`config.mk`:
```
export PLATFORM = sky130hd
export DESIGN_NAME = scan_ctrl
export DESIGN_NICKNAME = d
export VERILOG_FILES = /design/src/rtl/scan_ctrl.sv
export SDC_FILE = /design/constraint.sdc
export NUM_CORES = 1
export LEC_CHECK = 0
export ABC_AREA = 1
export BUFFER_PORTS_ARGS = -buffer_cell sky130_fd_sc_hd__buf_4
export CAP_MARGIN = 20
export CORE_ASPECT_RATIO = 0.9
export CORE_MARGIN = 4
export CORE_UTILIZATION = 48
export CTS_BUF_LIST = sky130_fd_sc_hd__clkbuf_4 sky130_fd_sc_hd__clkbuf_8
export CTS_CLUSTER_DIAMETER = 40
export CTS_CLUSTER_SIZE = 10
export DETAILED_ROUTE_END_ITERATION = 12
export PLACE_DENSITY = 0.73
export SYNTH_ARGS = -nofsm -noshare
export SYNTH_HDL_FRONTEND = slang
export SYNTH_SLANG_ARGS = --single-unit
```
`constraint.sdc`:
```
create_clock -name clk -period 2.65 [get_ports clk]
set_input_delay 0.6625 -clock clk [delete_from_list [all_inputs] [get_ports clk]]
set_output_delay 0.6625 -clock clk [all_outputs]
set_load 0.01 [all_outputs]
```
`src/rtl/scan_ctrl.sv`:
```
// rtl/scan_ctrl.sv - 2-D window index sequencer: strided column walk with row advance on wrap
module scan_ctrl #(
    parameter int N       = 4,
    parameter int COL_MAX = 9,
    parameter int ROW_MAX = 9
) (
    input  logic         clk,
    input  logic         rst_n,
    input  logic         start,
    input  logic         abort,
    input  logic [N-1:0] col_base,
    input  logic [N-1:0] row_base,
    input  logic [N-1:0] stride,
    input  logic         stall,
    output logic         busy,
    output logic         valid,
    output logic [N-1:0] col,
    output logic [N-1:0] row,
    output logic         last,
    output logic         done,
    output logic         err
);

    localparam logic [1:0] S_IDLE = 2'd0;
    localparam logic [1:0] S_LOAD = 2'd1;
    localparam logic [1:0] S_SCAN = 2'd2;
    localparam logic [1:0] S_DONE = 2'd3;

    localparam logic [N:0] COL_LIM = (N+1)'(COL_MAX);
    localparam logic [N:0] ROW_LIM = (N+1)'(ROW_MAX);

    logic [1:0]   state;
    logic [N-1:0] cb_q;
    logic [N-1:0] rb_q;
    logic [N-1:0] stride_q;
    logic         err_q;

    logic [N:0]   nc;
    logic         col_wrap;
    logic         row_end;
    logic         accept;

    // One extra bit so a large stride cannot alias back into the legal range.
    assign nc       = {1'b0, col} + {1'b0, stride_q};
    assign col_wrap = nc > COL_LIM;
    assign row_end  = {1'b0, row} == ROW_LIM;

    assign busy   = state != S_IDLE;
    assign valid  = state == S_SCAN;
    assign accept = valid && !stall;
    assign last   = valid && col_wrap && row_end;
    assign done   = state == S_DONE;
    assign err    = done && err_q;

    always_ff @(posedge clk) begin
        if (!rst_n) begin
            state    <= S_IDLE;
            col      <= '0;
            row      <= '0;
            cb_q     <= '0;
            rb_q     <= '0;
            stride_q <= N'(1);
            err_q    <= 1'b0;
        end else if (abort) begin
            state <= S_IDLE;
            err_q <= 1'b0;
        end else begin
            case (state)
                S_IDLE: begin
                    if (start) begin
                        cb_q     <= col_base;
                        rb_q     <= row_base;
                        stride_q <= (stride == '0) ? N'(1) : stride;
                        state    <= S_LOAD;
                    end
                end
                S_LOAD: begin
                    col <= cb_q;
                    row <= rb_q;
                    if (({1'b0, cb_q} > COL_LIM) || ({1'b0, rb_q} > ROW_LIM)) begin
                        err_q <= 1'b1;
                        state <= S_DONE;
                    end else begin
                        state <= S_SCAN;
                    end
                end
                S_SCAN: begin
                    if (accept) begin
                        if (!col_wrap) begin
                            col <= nc[N-1:0];
                        end else if (row_end) begin
                            state <= S_DONE;
                        end else begin
                            col <= cb_q;
                            row <= row + N'(1);
                        end
                    end
                end
                S_DONE: begin
                    err_q <= 1'b0;
                    state <= S_IDLE;
                end
                default: state <= S_IDLE;
            endcase
        end
    end

endmodule
```
==> run metrics, run 1 <==
status completed; cell taking the most area after synthesis dfxtp_1; initial antenna violation count 0; Yosys cell types 32; Root Driver clkbuf_4; TritonRoute pass-1 iters 4; area grow syn2layout 22.9%; Die X about 66 µm; delay-heaviest family, CP adder cells; CP Class flop to output pin; Final Skew 0.0124 ns; die area slightly below 4000 µm²; fin crit period 2.56 ns; clk buf depth 2; Hold WC Path Type flop to flop; CTS clk-pin slew, worst paths between 0.1 and 0.15 ns; Max-cap violations 0; PD cells 416 nW/µm²; Antenna Diode Count 0; Starting Density 51.3%; top-count cell post-synth nor2_1; top cells by count, synth 36 x nor2_1, 34 x nand2_1, 26 x inv_1; Req. time, crit path 1.99 ns; crit path from col[0]$_SDFFE_PN0P_; largest net degree at the start of global routing 21; Post-Route WL ~3100 µm; Fmax 390 MHz; proportion of synthesized chip area in sequential cells 32.2%; Max rail drop VDD 0.289 mV; WP buf/inv 3; final antenna-violating net count 0; asr flop ratio synth 0%; leak pwr 0.876 nW; Final GP Congestion 0.821; final-stage net count 263; first-pass GRT wire length 5190 µm; Core ar. roughly 2800 µm²; vias in the first global route ~1200; met3 usage in global routing 4.51%; RSZ-0062 raised after global routing false; EDFF count, synth 0; Final Hold Vio Count 0; Tcrit/Tclk final 96.7%; 1st-iter DRT viols 57; flops & latches, synth 23; Setup TNS Final 0 ns; I/O Buffers 29; share of cells above drive strength 1 between 20% and 30%; met1 usage 23.7%; grt ovf 0; DRC 0; main area contributors after synthesis dfxtp_1 32%, nor2_1 9.4%, nand2_1 8.9%; # fillers 298; io pins 30; Mapped Area ~1400 µm²; Syn Inst Count 200; YS warnings 0; layer with the highest usage met2; final setup fails 0; CP max FO 4; crit end category output pin; cts hold-fix bufs 0; WL/cell approximately 11 µm; vias per inst between 4 and 5; H-Tree Depth 1; Die Y 59.8 µm; syn avg cell area 7.16 µm²; Synth Flop Type dfxtp_1; FF-to-FF Start col[0]$_SDFFE_PN0P_; Clock Sinks 23; HPWL after detailed placement 2370 µm; Yosys top cell area share 32.2%; clock latency at the later pin of the worst-skew pair 0.32 ns; CP Cell Sequence ha_4, fa_2, inv_1, nand2_2, nand3_4, nand2_2, nand2_4, inv_1, buf_4; CTS buffer count 3; startpoint types flop; met2 usage 27.1%; GRT Total Usage 17.3%; Worst Tran Pin Value 0.248 ns; worst hold slack 0.521 ns; Critical-path top delay cell fa_2; Worst path max stage delay 0.52 ns; row cnt 18; DR vias 1314; relative slew slack 83.3%; Critical Path AT 1.90 ns; Final Max Slew Viols 0; TritonCTS clock tree yes; worst hold start stride_q[0]$_SDFFE_PN1P_; synthesized net count 228
## final timing paths
check / end / slack (ns) / cells after the start
min reg2reg: stride_q[0]$_SDFFE_PN1P_ / 0.52 / 2
min: stride_q[0]$_SDFFE_PN1P_ / 0.52 / 2
max reg2reg: col[1]$_SDFFE_PN0P_ / 0.70 / 11
max: last / 0.09 / 9
## report_power, final
group          total (mW)  internal (mW)  switching (mW)
Clock               0.170         0.0566           0.113
Combinational       0.173         0.0790          0.0936
Sequential          0.389          0.368          0.0206
## sequential cells by signal (all words and copies together) (netlist names)
| register | flops |
|---|---|
| stride_q | 4 |
| err_q | 1 |
| row | 4 |
| cb_q | 4 |
| col | 4 |
| rb_q | 4 |
| state | 2 |
## placed cells by master (no fill, tap or decap), drive strengths merged, types with 2 or more instances in the layout
cell type,instances
inv,28
buf,34
clkinv,2
nand3,14
o21ai,21
ha,10
nor2,37
dfxtp,23
clkbuf,3
a21oi,9
nand4,2
nand2,41
## cell families (layout without fill, tap and decap cells)
logic type / count (synthesis) / after routing / synth area share, %
DFF: 23 / 23 / 32.2
xor gates and xnor gates: 2 / 2 / 1.22
adders and majority gates: 11 / 11 / 10.1
AOI/OAI and AO/OA: 34 / 34 / 13.3
buffers and inverters: 33 / 67 / 10.2
and+or+nand+nor: 97 / 97 / 33.0
## worst reg2reg max path: cells and delay by family, from the launching register on
kind            cells  cell delay [ns]
simple gates        7             0.64
fa+ha+maj           2             0.55
flops               1             0.38
buf+inv             1             0.16
compound gates      1             0.14
## stage by stage
step | instance area [µm²] | instances | util, % | power (mW) | setup slack, ns
after detailed placement | 1670 | 266 | 59.9 | 0.560 | 0.295
after floorplan | 1430 | 200 | - | 0.504 | 0.457
final | 1760 | 274 | 63.0 | 0.731 | 0.0880
after global placement | 1670 | 266 | 59.9 | 0.558 | 0.340
after CTS | 1710 | 271 | 61.3 | 0.730 | 0.0326
after global routing | 1760 | 274 | 63.0 | 0.779 | 0.000369
## final cells by class
| cell class | instances | area [µm²] | area share [%] |
|---|---|---|---|
| clock buffer | 3 | 22.5 | 1.28 |
| clock inverter | 1 | 5.00 | 0.284 |
| inverter | 29 | 111 | 6.33 |
| multi-input combinational | 144 | 850 | 48.3 |
| sequential | 23 | 465 | 26.5 |
| tap | 40 | 50.0 | 2.84 |
| timing repair buffer | 34 | 255 | 14.5 |
## repair_timing
action                     4_1_cts  5_1_grt
pin swaps                        1        3
setup endpoints to repair        1        1
buffers inserted                 1        3
gates resized for setup          2        9
cloned                           0        0
## metal layers
layer  part of all wire (%)  wire, µm
met3                    5.8       176
met1                     50      1520
met4                    1.0        31
met5                      0         0
met2                     43      1330
(Power assumes the default switching activity.)
==> run 2, diff against run 1 <==
CORE_UTILIZATION = 56   (was 48)
PLACE_DENSITY = 0.83   (was 0.73)
==> run 2 against run 1 <==
Combinational power up 6%; clock skew increased by 0.0035 ns; highest routed layer unchanged; clock power fell by 4%; global-route usage is 3.1 points higher; critical path depth up 2; utilization grew 8.7 points; total power up 0.83%.
==> run metrics, run 2 (same netlist as run 1, synthesis figures left out) <==
worst hold path depth 2 (unchanged); clock latency at the later pin of the worst-skew pair 0.32 ns (about the same); Non-Filler Instances 264 (-3.6%); Core ar. 2450 µm² (-12%); vias in the first global route 1230 (+5.9%); fin crit period 2.64 ns (+0.0791 ns); Clock Sinks 23 (unchanged); Final Hold Vio Count 0 (unchanged); H-Tree Depth 1 (unchanged); commonest non-fill, non-tap cell in the layout nor2_1; final setup fails 0 (unchanged); Critical-path top delay cell dfxtp_2; grt ovf 0 (unchanged); Final Skew 0.0159 ns (+0.00351 ns); clk buf depth 2 (unchanged); WL/cell 12.6 µm (+13%); first-pass GRT wire length 5380 µm (+3.6%); Power Total 0.737 mW (+0.83%); io pins 30 (unchanged); most frequent cells in the layout 36 x nor2_1, 35 x buf_4, 33 x nand2_1, 24 x inv_1, 21 x dfxtp_1; area of the multi-input gates 842 µm² (-0.88%); Fmax 379 MHz (-3.0%); # fillers 201 (-33%); Starting Density 58.5% (+7.3 points); FF-to-FF Start stride_q[0]$_SDFFE_PN1P_; Root Driver clkbuf_4; Post-Route WL 3330 µm (+9.1%); Sequential Area 463 µm² (-0.54%); I/O Buffers 29 (unchanged); pre-CTS setup slack 0.297 ns (+0.00244 ns); DR vias 1362 (+3.7%); CTS clk-pin slew, worst paths 0.14 ns (+0.02 ns); share of cells above drive strength 1 26.7% (-0.23 points); final antenna-violating net count 0 (unchanged); area grow syn2layout 22.5%; leak pwr 0.886 nW (+1.1%); worst hold start rb_q[0]$_SDFFE_PN0P_; die area 3430 µm² (-13%); Final GP Congestion 0.802 (-2.3%); PD cells 421 nW/µm² (+1.2%); crit end category output pin; r2r worst-path depth 11 (unchanged); GRT Total Usage 20.4% (+3.1 points); Critical Path AT 1.98 ns (+0.08 ns); status completed; Design Area, Final 1750 µm² (-0.36%); r2r setup slk 0.68 ns (-0.02 ns); 1st-iter DRT viols 73 (+28%); TritonCTS clock tree yes; CP Cell Sequence ha_4, fa_2, inv_1, nand2_1, nand2_1, nand2_2, nand3_4, nand2_2, nand2_4, inv_2, buf_6; relative slew slack 80.0% (-3.3 points); final-stage net count 265 (+0.76%); Antenna Diode Count 0 (unchanged); Tcrit/Tclk final 99.7% (+3.0 points); Hold WC Path Type flop to flop; row cnt 17 (-1); placed cell area 1660 µm² (-0.45%); Worst Hold End rb_q[0]$_SDFFE_PN0P_; Max rail drop VDD 0.378 mV (+31%); vias per inst 5.16 (+7.6%); Final Util 71.7% (+8.7 points); Max-cap violations 0 (unchanged); CTS buffer count 3 (unchanged); RSZ-0062 raised after global routing true; TritonRoute pass-1 iters 5 (+1); DRC 0 (unchanged); Die X 61.3 µm (-6.5%); Worst Tran Pin Value 0.297 ns (+0.0494 ns); Final Max Slew Viols 0 (unchanged); final worst slack 0.00885 ns (-0.0791 ns); Post-Place Cells 255 (-4.1%); largest net degree at the start of global routing 21 (unchanged); initial antenna violation count 0 (unchanged); cts hold-fix bufs 0 (unchanged); HPWL after detailed placement 2390 µm (+1.1%); CP max FO 6 (+2); startpoint types flop; Req. time, crit path 1.99 ns (about the same); CP Class flop to output pin; Worst path max stage delay 0.37 ns (-0.15 ns); Die Y 56.0 µm (-6.4%); FF-to-FF End col[1]$_SDFFE_PN0P_
[run 2: cell types whose count changed in the layout (fill, tap and decap cells not counted)]
cell	delta
buf_4	+1
nand2_2	-2
dfxtp_2	+1
inv_1	-1
inv_2	+1
ha_2	-1
ha_1	+1
dfxtp_4	-1
nand2_1	+2
buf_6	+1
[run 2: per-layer routing]
metal	routed length (µm)	vias up	global-route usage [%]
li1	-	710	-
met1	1560	607	29.6
met2	1560	39	29.6
met3	174	6	6.03
met4	32	0	4.33
met5	0	-	0
[run 2: how the worst max path moves through the flow]
stage / from / to / cells past startpoint
global placement: col[0]$_SDFFE_PN0P_ / last / 9
floorplan: col[0]$_SDFFE_PN0P_ / last / 8
detailed placement: col[0]$_SDFFE_PN0P_ / last / 9
global route: stride_q[0]$_SDFFE_PN1P_ / last / 11
CTS: col[0]$_SDFFE_PN0P_ / last / 9
finish: stride_q[0]$_SDFFE_PN1P_ / last / 11
[run 2: stage by stage]
| stage | hold slack [ns] | setup TNS [ns] |
|---|---|---|
| final | 0.528 | 0 |
| after global routing | 0.553 | -0.106 |
| after CTS | 0.514 | 0 |
| after detailed placement | 0.478 | 0 |
| after global placement | 0.468 | 0 |
| after floorplan | 0.450 | 0 |
[run 2: worst max-delay path: cells and delay by family, from the launching register on]
family,cells,cell delay (ns)
buffers and inverters,3,0.22
and+or+nand+nor,6,0.53
adders and majority gates,2,0.54
DFF,1,0.37
[run 2: cell type report]
type	count	area share (%)
inverters	29	6.35
repair buffers	36	15.6
clock buffers	3	1.28
clock inverters	1	0.286
flip-flops and latches	23	26.4
well taps	28	2.00
multi-input cells	144	48.0
[run 2: where the power goes]
group | leakage, nW | switching (mW) | internal (mW)
Combinational | 0.680 | 0.0993 | 0.0837
Clock | 0.0177 | 0.108 | 0.0565
Sequential | 0.188 | 0.0212 | 0.369
Total | 0.886 | 0.228 | 0.509
[run 2: repair_timing]
action                                  CTS  global route
resized for setup                         3             6
setup buffers                             1             4
pin swaps                                 1             6
hold endpoints to repair                  0             0
endpoints found under the setup margin    1             1
==> run 3, diff against run 2 <==
SETUP_SLACK_MARGIN = 0.1   (was default)
SKIP_LAST_GASP = 1   (was default)
==> run 3 against run 2 <==
Clock skew shrank 0.0074 ns; utilization is the same; worst setup slack gained 0.085 ns; first-iteration DRC count shrank 1.4%; sequential share of layout area grew 0.14 points; clock power is essentially flat; via count grew 0.22%; final area is the same; non-clock buffer count shrank 1; die area is the same; wire length grew 0.36%.
==> run metrics, run 3 (same netlist as run 1, synthesis figures left out) <==
Setup TNS Final 0 ns (unchanged); Final Hold Vio Count 0 (unchanged); Req. time, crit path 1.99 ns (about the same); most frequent cells in the layout 36 x nor2_1, 34 x buf_4, 31 x nand2_1, 24 x inv_1, 21 x dfxtp_1; Max rail drop VDD 0.357 mV (-5.5%); initial antenna violation count 0 (unchanged); FF-to-FF Start stride_q[0]$_SDFFE_PN1P_; Worst Tran Pin Value 0.298 ns (+0.00103 ns); clk buf depth 2 (unchanged); Final GP Congestion 0.802 (unchanged); r2r setup slk 0.57 ns (-0.11 ns); Max-cap violations 0 (unchanged); Clock Sinks 23 (unchanged); Root Driver clkbuf_4; status completed; WL/cell 12.7 µm (+0.74%); first-pass GRT wire length 5710 µm (+6.3%); largest net degree at the start of global routing 21 (unchanged); I/O Buffers 29 (unchanged); Critical-path top delay cell dfxtp_4; share of cells above drive strength 1 27.2% (+0.54 points); final antenna-violating net count 0 (unchanged); commonest non-fill, non-tap cell in the layout nor2_1; fin crit period 2.56 ns (-0.0847 ns); area grow syn2layout 22.5% (unchanged); CP max FO 6 (unchanged); worst hold path depth 2 (unchanged); CP Cell Sequence ha_4, fa_2, inv_1, nand2_1, nand2_2, nand2_2, nand3_4, nand2_2, nand2_4, inv_2, buf_6; Tcrit/Tclk final 96.5% (-3.2 points); Core ar. 2450 µm² (unchanged); relative slew slack 79.9% (about the same); r2r worst-path depth 14 (+3); die area 3430 µm² (unchanged); vias in the first global route 1316 (+7.0%); TritonRoute pass-1 iters 4 (-1); GRT Total Usage 21.7% (+1.3 points); 1st-iter DRT viols 72 (-1.4%); FF-to-FF End col[1]$_SDFFE_PN0P_; Die X 61.3 µm (unchanged); clock latency at the later pin of the worst-skew pair 0.32 ns (about the same); Worst Hold End rb_q[0]$_SDFFE_PN0P_; crit path from stride_q[0]$_SDFFE_PN1P_; Final Max Slew Viols 0 (unchanged); H-Tree Depth 1 (unchanged); Worst path max stage delay 0.38 ns (about the same); CP Class flop to output pin; DRC 0 (unchanged); leak pwr 0.882 nW (-0.48%); row cnt 17 (unchanged); DR vias 1365 (+0.22%); Fmax 391 MHz (+3.3%); cts hold-fix bufs 0 (unchanged); worst hold start rb_q[0]$_SDFFE_PN0P_; grt ovf 0 (unchanged); Antenna Diode Count 0 (unchanged); final-stage net count 264 (-0.38%); io pins 30 (unchanged); Starting Density 58.5% (unchanged); crit end category output pin; Critical Path AT 1.89 ns (-0.09 ns); CTS clk-pin slew, worst paths 0.13 ns (about the same); Die Y 56.0 µm (unchanged); startpoint types flop; HPWL after detailed placement 2390 µm (unchanged); final setup fails 0 (unchanged); Power Total 0.735 mW (-0.28%); RSZ-0062 raised after global routing true; TritonCTS clock tree yes; critical path's most frequent cell nand2_2; PD cells 419 nW/µm² (-0.28%); CTS buffer count 3 (unchanged); Final Skew 0.00855 ns (-0.00737 ns); vias per inst 5.19 (+0.60%); Post-Route WL 3340 µm (+0.36%); Hold WC Path Type flop to flop
run 3: worst max-delay path: cells and delay by family (launching register included):
family / cells / cell delay, ns
adders and majority gates: 2 / 0.54
buffers and inverters: 3 / 0.21
DFF: 1 / 0.38
and+or+nand+nor: 6 / 0.45
run 3: cell type report:
class	count	area [µm²]
clock buffer	3	22.5
clock inverter	1	5.00
fill	202	693
inverter	29	111
multi-input combinational	144	847
sequential	23	465
tap	28	35.0
timing repair buffer	35	267
run 3: how the worst max path moves through the flow:
stage | to | slack, ns | depth (start not counted)
2_1_floorplan | last | 0.46 | 8
3_3_place_gp | last | 0.35 | 9
3_5_place_dp | last | 0.30 | 9
4_1_cts | last | 0.11 | 9
6_report | last | 0.09 | 11
5_1_grt | last | 0.002 | 11
run 3: power by group:
part / internal (mW) / switching, mW / total (mW)
logic: 0.0812 / 0.0991 / 0.180
registers: 0.368 / 0.0209 / 0.389
clock network: 0.0565 / 0.109 / 0.166
run 3: layer usage:
metal / part of all wire (%) / track usage, % / wire (µm)
met4: 1.6 / 7.74 / 52
met3: 8.5 / 8.82 / 284
met2: 47 / 30.8 / 1570
met1: 43 / 29.2 / 1440
met5: 0 / 0 / 0
run 3: stage by stage:
step	hold slack (ns)	setup WS, ns	instances	area, µm²	utilization [%]
global route	0.553	0.00241	263	1750	71.7
CTS	0.525	0.114	262	1730	70.8
floorplan	0.450	0.457	200	1430	-
finish	0.529	0.0935	263	1750	71.7
global placement	0.468	0.348	255	1660	68.0
detailed placement	0.478	0.297	255	1660	68.0
run 3: timing repair:
action,in CTS,in global routing
setup buffers,3,1
pin swaps,3,6
setup endpoints to repair,1,1
resized for setup,5,7
